## config.mk

```make
export PLATFORM = sky130hd
export DESIGN_NAME = fan_edge_tag_gen
export DESIGN_NICKNAME = d
export VERILOG_FILES = /design/src/rtl/fan_edge_tag_gen.sv
export SDC_FILE = /design/constraint.sdc
export NUM_CORES = 1
export LEC_CHECK = 0
export CORE_ASPECT_RATIO = 1.75
export CORE_MARGIN = 8
export CORE_UTILIZATION = 47
export DETAILED_ROUTE_END_ITERATION = 6
export HOLD_SLACK_MARGIN = 0.02
export PLACE_DENSITY = 0.71
export SLEW_MARGIN = 20
export SYNTH_ARGS = -nofsm -noshare
export SYNTH_HDL_FRONTEND = slang
export SYNTH_SLANG_ARGS = --single-unit
```

## constraint.sdc

```tcl
create_clock -name clk -period 4 [get_ports clk]
set_input_delay 0.6 -clock clk [delete_from_list [all_inputs] [get_ports clk]]
set_output_delay 0.6 -clock clk [all_outputs]
set_load 0.005 [all_outputs]
```

## src/rtl/fan_edge_tag_gen.sv

```systemverilog
// fan_edge_tag_gen
// Producer side of the forwarding-adder reduction network. Takes a stream of
// row-index beats (one row id per product lane) and emits the same beats with
// per-lane {end,start} group tags and a prefix-forced lane mask, so the adder
// tree knows where each row group begins and ends, even across beats.
//
// The start bits of a beat are known when it is accepted (they only need the
// previous beat's last valid row). The end bit of the last valid lane depends
// on the next nonempty beat, so every non-final beat waits in the hold
// register H until its successor arrives. Only then is it finalized into the
// output register O.

module fan_edge_tag_gen #(
    parameter int NUM_IN = 4,
    parameter int DW_ROW = 8
) (
    input  logic                     clk,
    input  logic                     rst_n,
    input  logic                     in_valid,
    output logic                     in_ready,
    input  logic [DW_ROW*NUM_IN-1:0] in_row,
    input  logic [NUM_IN-1:0]        in_mask,
    input  logic                     in_last,
    output logic                     out_valid,
    input  logic                     out_ready,
    output logic [DW_ROW*NUM_IN-1:0] out_row,
    output logic [NUM_IN-1:0]        out_mask,
    output logic [2*NUM_IN-1:0]      out_tag,
    output logic                     out_last
);

    typedef enum logic [1:0] {
        ST_EMPTY = 2'd0,
        ST_HOLD  = 2'd1,
        ST_DRAIN = 2'd2
    } state_t;

    // Lanes at and above the first cleared mask bit are treated as masked.
    function automatic logic [NUM_IN-1:0] prefixMask(input logic [NUM_IN-1:0] mask);
        logic [NUM_IN-1:0] result;
        logic              run;
        result = '0;
        run    = 1'b1;
        for (int i = 0; i < NUM_IN; i++) begin
            run       = run & mask[i];
            result[i] = run;
        end
        return result;
    endfunction

    // Group-start bits of one beat. Lane 0 compares against the last valid row
    // of the previous beat unless this beat opens a new packet.
    function automatic logic [NUM_IN-1:0] startBits(
        input logic [NUM_IN-1:0][DW_ROW-1:0] rows,
        input logic [NUM_IN-1:0]             mask,
        input logic                          first,
        input logic [DW_ROW-1:0]             prev
    );
        logic [NUM_IN-1:0] result;
        result    = '0;
        result[0] = mask[0] & (first | (rows[0] != prev));
        for (int i = 1; i < NUM_IN; i++) begin
            result[i] = mask[i] & (rows[i] != rows[i-1]);
        end
        return result;
    endfunction

    // Row id of the highest valid lane; only meaningful for a nonempty beat.
    function automatic logic [DW_ROW-1:0] lastValidRow(
        input logic [NUM_IN-1:0][DW_ROW-1:0] rows,
        input logic [NUM_IN-1:0]             mask
    );
        logic [DW_ROW-1:0] result;
        result = '0;
        for (int i = 0; i < NUM_IN; i++) begin
            if (mask[i]) begin
                result = rows[i];
            end
        end
        return result;
    endfunction

    // Full tag vector of a beat. Interior lanes compare with their right-hand
    // neighbour; the last valid lane closes its group at packet end or when the
    // following beat starts on a different row.
    function automatic logic [2*NUM_IN-1:0] buildTag(
        input logic [NUM_IN-1:0][DW_ROW-1:0] rows,
        input logic [NUM_IN-1:0]             mask,
        input logic [NUM_IN-1:0]             starts,
        input logic                          isEnd,
        input logic [DW_ROW-1:0]             nextRow
    );
        logic [2*NUM_IN-1:0]         tag;
        logic [NUM_IN:0][DW_ROW-1:0] rowExt;
        logic [NUM_IN:0]             maskExt;
        logic                        endBit;
        tag     = '0;
        rowExt  = {nextRow, rows};
        maskExt = {1'b0, mask};
        for (int i = 0; i < NUM_IN; i++) begin
            if (maskExt[i+1]) begin
                endBit = rowExt[i] != rowExt[i+1];
            end else begin
                endBit = isEnd | (rowExt[i] != nextRow);
            end
            tag[2*i]   = mask[i] & starts[i];
            tag[2*i+1] = mask[i] & endBit;
        end
        return tag;
    endfunction

    state_t r_state;
    state_t w_nextState;

    logic                     r_first;
    logic [DW_ROW-1:0]        r_prev;

    logic [DW_ROW*NUM_IN-1:0] r_hRow;
    logic [NUM_IN-1:0]        r_hMask;
    logic [NUM_IN-1:0]        r_hStart;

    logic                     r_oValid;
    logic [DW_ROW*NUM_IN-1:0] r_oRow;
    logic [NUM_IN-1:0]        r_oMask;
    logic [2*NUM_IN-1:0]      r_oTag;
    logic                     r_oLast;

    logic [NUM_IN-1:0]        w_effMask;
    logic                     w_nonEmpty;
    logic [NUM_IN-1:0]        w_inStart;
    logic [DW_ROW-1:0]        w_inLastRow;
    logic [DW_ROW-1:0]        w_inRow0;
    logic                     w_oFree;
    logic                     w_accept;
    logic [2*NUM_IN-1:0]      w_tagFromIn;
    logic [2*NUM_IN-1:0]      w_tagFromH;

    logic                     w_loadH;
    logic                     w_loadO;
    logic                     w_oFromIn;
    logic                     w_oEnd;
    logic                     w_oLast;

    assign w_effMask   = prefixMask(in_mask);
    assign w_nonEmpty  = w_effMask[0];
    assign w_inStart   = startBits(in_row, w_effMask, r_first, r_prev);
    assign w_inLastRow = lastValidRow(in_row, w_effMask);
    assign w_inRow0    = in_row[DW_ROW-1:0];

    assign w_oFree  = !r_oValid || out_ready;
    assign in_ready = (r_state != ST_DRAIN) && w_oFree;
    assign w_accept = in_valid && in_ready;

    assign w_tagFromIn = buildTag(in_row, w_effMask, w_inStart, 1'b1, '0);
    assign w_tagFromH  = buildTag(r_hRow, r_hMask, r_hStart, w_oEnd, w_inRow0);

    // State register.
    always_ff @(posedge clk or negedge rst_n) begin
        if (!rst_n) begin
            r_state <= ST_EMPTY;
        end else begin
            r_state <= w_nextState;
        end
    end

    // Next-state decode: H fills on a non-final beat and empties at packet end.
    always_comb begin
        w_nextState = r_state;
        case (r_state)
            ST_EMPTY: begin
                if (w_accept && !in_last && w_nonEmpty) begin
                    w_nextState = ST_HOLD;
                end
            end
            ST_HOLD: begin
                if (w_accept && in_last) begin
                    w_nextState = w_nonEmpty ? ST_DRAIN : ST_EMPTY;
                end
            end
            ST_DRAIN: begin
                if (w_oFree) begin
                    w_nextState = ST_EMPTY;
                end
            end
            default: w_nextState = ST_EMPTY;
        endcase
    end

    // Datapath controls: which register loads, and how the outgoing beat is closed.
    always_comb begin
        w_loadH   = 1'b0;
        w_loadO   = 1'b0;
        w_oFromIn = 1'b0;
        w_oEnd    = 1'b0;
        w_oLast   = 1'b0;
        case (r_state)
            ST_EMPTY: begin
                if (w_accept) begin
                    if (in_last) begin
                        w_loadO   = 1'b1;
                        w_oFromIn = 1'b1;
                        w_oLast   = 1'b1;
                    end else if (w_nonEmpty) begin
                        w_loadH = 1'b1;
                    end
                end
            end
            ST_HOLD: begin
                if (w_accept) begin
                    if (w_nonEmpty) begin
                        w_loadO = 1'b1;
                        w_loadH = 1'b1;
                    end else if (in_last) begin
                        w_loadO = 1'b1;
                        w_oEnd  = 1'b1;
                        w_oLast = 1'b1;
                    end
                end
            end
            ST_DRAIN: begin
                if (w_oFree) begin
                    w_loadO = 1'b1;
                    w_oEnd  = 1'b1;
                    w_oLast = 1'b1;
                end
            end
            default: begin
                w_loadO = 1'b0;
            end
        endcase
    end

    // Track the previous beat's last valid row and whether the next beat opens a packet.
    always_ff @(posedge clk or negedge rst_n) begin
        if (!rst_n) begin
            r_first <= 1'b1;
            r_prev  <= '0;
        end else if (w_accept) begin
            if (w_nonEmpty) begin
                r_prev <= w_inLastRow;
            end
            if (in_last) begin
                r_first <= 1'b1;
            end else if (w_nonEmpty) begin
                r_first <= 1'b0;
            end
        end
    end

    // Hold register: one beat with its start bits resolved, waiting for its successor.
    always_ff @(posedge clk or negedge rst_n) begin
        if (!rst_n) begin
            r_hRow   <= '0;
            r_hMask  <= '0;
            r_hStart <= '0;
        end else if (w_loadH) begin
            r_hRow   <= in_row;
            r_hMask  <= w_effMask;
            r_hStart <= w_inStart;
        end
    end

    // Output register: fully tagged beat, held steady until the consumer takes it.
    always_ff @(posedge clk or negedge rst_n) begin
        if (!rst_n) begin
            r_oValid <= 1'b0;
            r_oRow   <= '0;
            r_oMask  <= '0;
            r_oTag   <= '0;
            r_oLast  <= 1'b0;
        end else if (w_loadO) begin
            r_oValid <= 1'b1;
            r_oRow   <= w_oFromIn ? in_row : r_hRow;
            r_oMask  <= w_oFromIn ? w_effMask : r_hMask;
            r_oTag   <= w_oFromIn ? w_tagFromIn : w_tagFromH;
            r_oLast  <= w_oLast;
        end else if (out_ready) begin
            r_oValid <= 1'b0;
        end
    end

    assign out_valid = r_oValid;
    assign out_row   = r_oRow;
    assign out_mask  = r_oMask;
    assign out_tag   = r_oTag;
    assign out_last  = r_oLast;

endmodule

```

==> results of run 1 <==
where the power goes:
part	leakage (µW)	switching, µW	internal (µW)
sequential	0.00118	502	1440
clock	0.000137	369	457
combinational	0.00156	973	1030
worst reg2reg max path, stage by stage (launching register included):
cell and delay [ps]:
dfrtp_1 400, inv_1 80, ha_1 280, nand4b_1 660, nor2_2 850, buf_4 360, nand3_1 100, nand2_1 100
cells in the final DEF, fill, tap and decap left out, types with 2 or more instances in the layout:
cell type	netlist	final
nor4_1	11	11
a21o_1	4	4
nor2_1	51	51
a32oi_1	3	3
ha_1	4	4
nor3_1	13	13
buf_4	0	8
clkdlybuf4s50_1	0	86
inv_1	6	6
xor2_1	63	63
o221ai_1	8	8
and2_1	2	2
nand3_1	11	11
a22o_1	2	2
a31oi_1	37	37
nand2_1	193	193
a21oi_1	8	8
o211ai_1	5	5
dfrtp_1	96	96
clkbuf_8	0	2
xnor2_1	24	24
o21ai_1	3	3
o21ai_0	26	26
o311ai_1	2	2
nand2b_1	3	3
clkbuf_1	29	3
nand4_1	3	3
clkbuf_16	0	9
flip-flops by register name, summed over array words and instances (netlist names):
register / flops
out_row: 32
r_hRow: 32
out_tag: 8
r_prev: 8
out_mask: 4
r_hMask: 4
r_hStart: 4
r_state: 2
out_last: 1
out_valid: 1
r_first: 1
layout make-up:
class                      instances  area [µm²]  share of cell area
sequential                        97        2429              0.3672
clock buffer                      14       264.0             0.03992
clock inverter                     2       13.76            0.002081
multi-input combinational        494        2771              0.4190
timing repair buffer              95       940.9              0.1423
tap                              135       168.9             0.02554
inverter                           7       26.28            0.003973
cell families after synthesis:
| logic type | after synthesis | share of synthesized area |
|---|---|---|
| compound gates | 103 | 0.1224 |
| xor+xnor | 88 | 0.1417 |
| fa+ha+maj | 4 | 0.009114 |
| buf+inv | 63 | 0.05309 |
| flops | 97 | 0.4422 |
| mux | 1 | 0.001823 |
| simple gates | 298 | 0.2297 |
Yosys cell counts (2+ instances only):
library cell and n:
xnor2_1 24, o211ai_1 5, dfrtp_1 96, buf_6 4, o221ai_1 8, nand2_1 193, xor2_1 63, a21o_1 4
nor2_1 51, nor3_1 13, a31oi_1 37, o311ai_1 2, a32oi_1 3, nand4_1 3, buf_2 20, buf_1 3
and2_1 2, o21ai_1 3, a21oi_1 8, clkbuf_1 29, nand3_1 11, a22o_1 2, nand2b_1 3, inv_1 6
nor4_1 11, ha_1 4, o21ai_0 26
metrics by stage:
step	worst slack, ps	cells	hold WS, ps	total power (µW)
after floorplan	2168	654	304.4	3082
after global placement	722.8	827	464.3	3900
after detailed placement	651.1	827	469.7	3966
after CTS	971.3	843	462.3	4797
after global routing	658.5	844	242.7	5130
final	970.6	844	206.1	4778
final timing paths:
path	end	slack (ps)	cells after the start
max	r_hStart[1]$_DFFE_PN0P_	970	6
min	out_row[18]$_DFFE_PN0P_	210	1
max reg2reg	r_hStart[1]$_DFFE_PN0P_	1110	7
min reg2reg	out_mask[3]$_DFFE_PN0P_	480	2
max in group asynchronous	r_first$_DFFE_PN1N_	3140	2
min in group clk	out_mask[3]$_DFFE_PN0P_	480	2
metal layers:
metal	vias to the layer above	global-route usage
li1	2262	-
met1	2301	0.2285
met2	168	0.3887
met3	44	0.04203
met4	0	0.1121
met5	-	0
==> flow_summary.json, run 1 <==
{
  "yosysTopAreaCellShare": 0.4375,
  "first_iter_violations": 274,
  "crit_chain": "clkdlybuf4s50_1, nand4b_1, nor2_2, buf_4, nand3_1, nand2_1",
  "grt_usage": 0.2150,
  "rsz0062_at_grt": "false",
  "met1_length_mm": 6.192,
  "peakVddDrop_mv": 0.3153,
  "dr_total_vias": 4775,
  "cts_resized": 0,
  "fin_nets": 749,
  "drtAntennaViolNets": 0,
  "postCtsHoldBufs": 0,
  "dp_hpwl_mm": 11.92,
  "grt_pass1_vias": 5011,
  "crit_family": "simple AND/OR/NAND/NOR gates",
  "timing.slew.headroom": 0.4625,
  "firstDrtPassIters": 5,
  "io_pins": 88,
  "grt_pass1_wl_mm": 26.41,
  "synth_area_um2": 5492,
  "period_share": 0.7574,
  "synth_seq_cells": 97,
  "dr_wl_met2_mm": 8.635,
  "wire_per_inst_um": 19.24,
  "cp-end-kind": "register",
  "start_kind": "primary input",
  "grt_max_degree": 81,
  "status": "completed",
  "cts_setup_buffers": 0,
  "path_class": "primary input to register",
  "vias_per_cell": 5.658,
  "yosysWarnings": 0,
  "routed.top_layer": "met4",
  "finalHoldViolCount": 0,
  "fin_crit_ps": 3029,
  "tightest_slew_ps": 806.3,
  "start_util": 0.4769,
  "syn_nets": 699,
  "cts_tree": "yes",
  "place.gp.congestion": 0.9398,
  "cts_root_buffer": "clkbuf_16",
  "synth_area_leaders": "dfrtp_1 (44%), nand2_1 (13%), xor2_1 (10%)",
  "async_reset_ff_frac": 1.000,
  "synthCells": 654,
  "cts_made_buffers": 9,
  "fmax_mhz": 330.1,
  "setup_tns_ps": 0,
  "cp-startpoint": "in_mask[0]",
  "nFillCells": 1024,
  "clock_path_buffers": 2,
  "yosysUniqueCellTypes": 47,
  "fp.coreArea_um2": 11520,
  "wl_met3_um": 812,
  "finalClockSkew_ps": 9.038,
  "critPathRequiredTime_ps": 4290,
  "crit_fanout": 20,
  "synth_edf_count": 0,
  "synth.avg_cell_area_um2": 8.397,
  "maxSlewViolCount": 0,
  "clkTransAtPathRegs_ps": 60,
  "die_x_um": 97.71,
  "fin_util": 0.5743,
  "maxCapViolCount": 0,
  "ys.flop_type": "dfrtp_1",
  "critPathSlowestCell": "nor2_2",
  "drive_gt1_frac": 0.04231,
  "critPathArrivalTime_ps": 3320,
  "synth_top_area_cell": "dfrtp_1",
  "dieHeight_um": 159.0,
  "diodes": 0,
  "rows": 52,
  "cp_slowest_stage_delay_ps": 850,
  "cts_sinks": 97,
  "overflow": 0,
  "power_leakage_uw": 0.002884,
  "final_cell_area_um2": 6614,
  "drc": 0,
  "r2r_start": "r_state[0]$_DFFE_PN0P_",
  "htreeDepth": 3,
  "synth-seq-area-share": 0.4422,
  "area_growth_pct": 20.44,
  "p_per_area_nw_per_um2": 722.5,
  "crit_buf_inv": 2,
  "grt_antenna_before_repair": 0,
  "placed_cell_area_um2": 6316,
  "clk_latency_ps": 350,
  "routed_wl_mm": 16.24,
  "setup_violations": 0,
  "port_buffers": 87,
  "die_area_um2": 15540,
  "hold_class": "primary input to async pin"
}
No activity file was read; power rests on OpenSTA's default activity.
==> run 2: changes to the inputs <==
- PLACE_DENSITY: 0.71 -> 0.74
- clock period: 4 -> 2.6 ns (I/O delays scaled with it)
==> run 2 against run 1 <==
Effect of this change:
- utilization rose by 2.2 points
- flip-flop and latch count did not move
- sequential power rose by 55%
- combinational power rose by 61%
- power rose by 65%
- worst setup slack got worse by 570 ps
- first-iteration DRC count fell by 29%
- clock power rose by 97%
- final cell count rose by 2.1%
- critical path type is now register to primary output
==> flow_summary.json, run 2 (same netlist as run 1, synthesis figures left out) <==
{
  "dr_total_vias": 4866,
  "place.gp.congestion": 0.9369,
  "dieHeight_um": 159.0,
  "grt_usage": 0.2309,
  "fin_nets": 768,
  "routed.top_layer": "met4",
  "cp-end-kind": "primary output",
  "dp_hpwl_mm": 13.04,
  "drc": 0,
  "crit_fanout": 8,
  "die_area_um2": 15540,
  "finalHoldViolCount": 0,
  "start_kind": "register",
  "placed_cell_area_um2": 6504,
  "io_pins": 88,
  "dr_wl_met2_mm": 9.207,
  "clkTransAtPathRegs_ps": 70,
  "peakVddDrop_mv": 0.5549,
  "power_leakage_uw": 0.003019,
  "routed_wl_mm": 17.32,
  "status": "completed",
  "p_per_area_nw_per_um2": 1148,
  "start_util": 0.4769,
  "fp.coreArea_um2": 11520,
  "maxCapViolCount": 0,
  "cts_sinks": 97,
  "timing.slew.headroom": 0.6196,
  "r2r_setup_slack_ps": 450,
  "rsz0062_at_grt": "false",
  "first_iter_violations": 194,
  "drtAntennaViolNets": 0,
  "postCtsHoldBufs": 0,
  "htreeDepth": 3,
  "cts_tree": "yes",
  "overflow": 0,
  "diodes": 0,
  "finalClockSkew_ps": 9.825,
  "met1_length_mm": 6.701,
  "critPathArrivalTime_ps": 1810,
  "wire_per_inst_um": 20.09,
  "period_share": 0.8469,
  "fin_total_pwr_uw": 7887,
  "rows": 52,
  "setup_violations": 0,
  "wl_met3_um": 682,
  "grt_pass1_wl_mm": 28.01,
  "grt_max_degree": 60,
  "final_cell_area_um2": 6870,
  "fin_crit_ps": 2202,
  "final_common_cell": "nand2_1",
  "area_growth_pct": 25.11,
  "reg2regPathDepth": 8,
  "critPathRequiredTime_ps": 2210,
  "grt_antenna_before_repair": 0,
  "grt_pass1_vias": 5078,
  "cts_setup_buffers": 0,
  "drive_gt1_frac": 0.07015,
  "layout_common_cells": "nand2_1 (193), dfrtp_1 (96), clkdlybuf4s50_1 (86)",
  "cts_made_buffers": 9,
  "setup_tns_ps": 0,
  "firstDrtPassIters": 5,
  "r2r_end": "out_row[22]$_DFFE_PN0P_",
  "vias_per_cell": 5.645,
  "port_buffers": 87,
  "fmax_mhz": 454.2,
  "hold_class": "primary input to async pin",
  "cts_resized": 0,
  "clock_path_buffers": 2,
  "tightest_slew_ps": 568.8,
  "path_class": "register to primary output",
  "maxSlewViolCount": 0,
  "clk_latency_ps": 350,
  "die_x_um": 97.71,
  "r2r_start": "r_state[1]$_DFFE_PN0P_",
  "cp-startpoint": "r_state[0]$_DFFE_PN0P_",
  "cts_root_buffer": "clkbuf_16"
}
## run 2: cell count changes in the layout (fill, tap and decap cells not counted), moves of 2 or more
| cell | change |
|---|---|
| bufinv_16 | +4 |
| buf_4 | +17 |
| buf_12 | +2 |
| clkbuf_1 | -3 |
## run 2: cell type report
type,instances,area [µm²]
tap,135,168.9
clock buffer,10,239.0
clock inverter,5,127.6
sequential,97,2429
multi-input combinational,494,2771
fill,1043,4646
inverter,7,26.28
timing repair buffer,114,1109
## run 2: power breakdown
group | switching (µW) | internal, µW | total, µW
sequential | 806 | 2220 | 3030
combinational | 1560 | 1660 | 3230
clock | 575 | 1060 | 1630
## run 2: per-stage QoR
step           instances  utilization  setup WS (ps)  hold slack [ps]
2_1_floorplan        654            -          848.9            94.41
3_3_place_gp         847       0.5648          178.3            391.7
3_5_place_dp         847       0.5648          187.7            400.4
4_1_cts              862       0.5966          371.0            21.52
5_1_grt              862       0.5966          262.0            57.96
6_report             862       0.5966          398.1            3.062
## run 2: worst max path at each step
stage | to
floorplan | r_hStart[2]$_DFFE_PN0P_
global placement | out_tag[3]$_DFFE_PN0P_
detailed placement | out_tag[3]$_DFFE_PN0P_
CTS | in_ready
global route | out_row[22]$_DFFE_PN0P_
finish | in_ready
## run 2: worst max-delay path: stages, from the launching register on
cell	delay, ps
dfrtp_1	400
inv_1	80
ha_1	290
nor2_1	170
clkdlybuf4s50_1	520
## run 2: layer usage
layer / GRT usage / vias up
li1: - / 2299
met1: 0.2533 / 2357
met2: 0.4147 / 165
met3: 0.02802 / 45
met4: 0.1335 / 0
met5: 0 / -
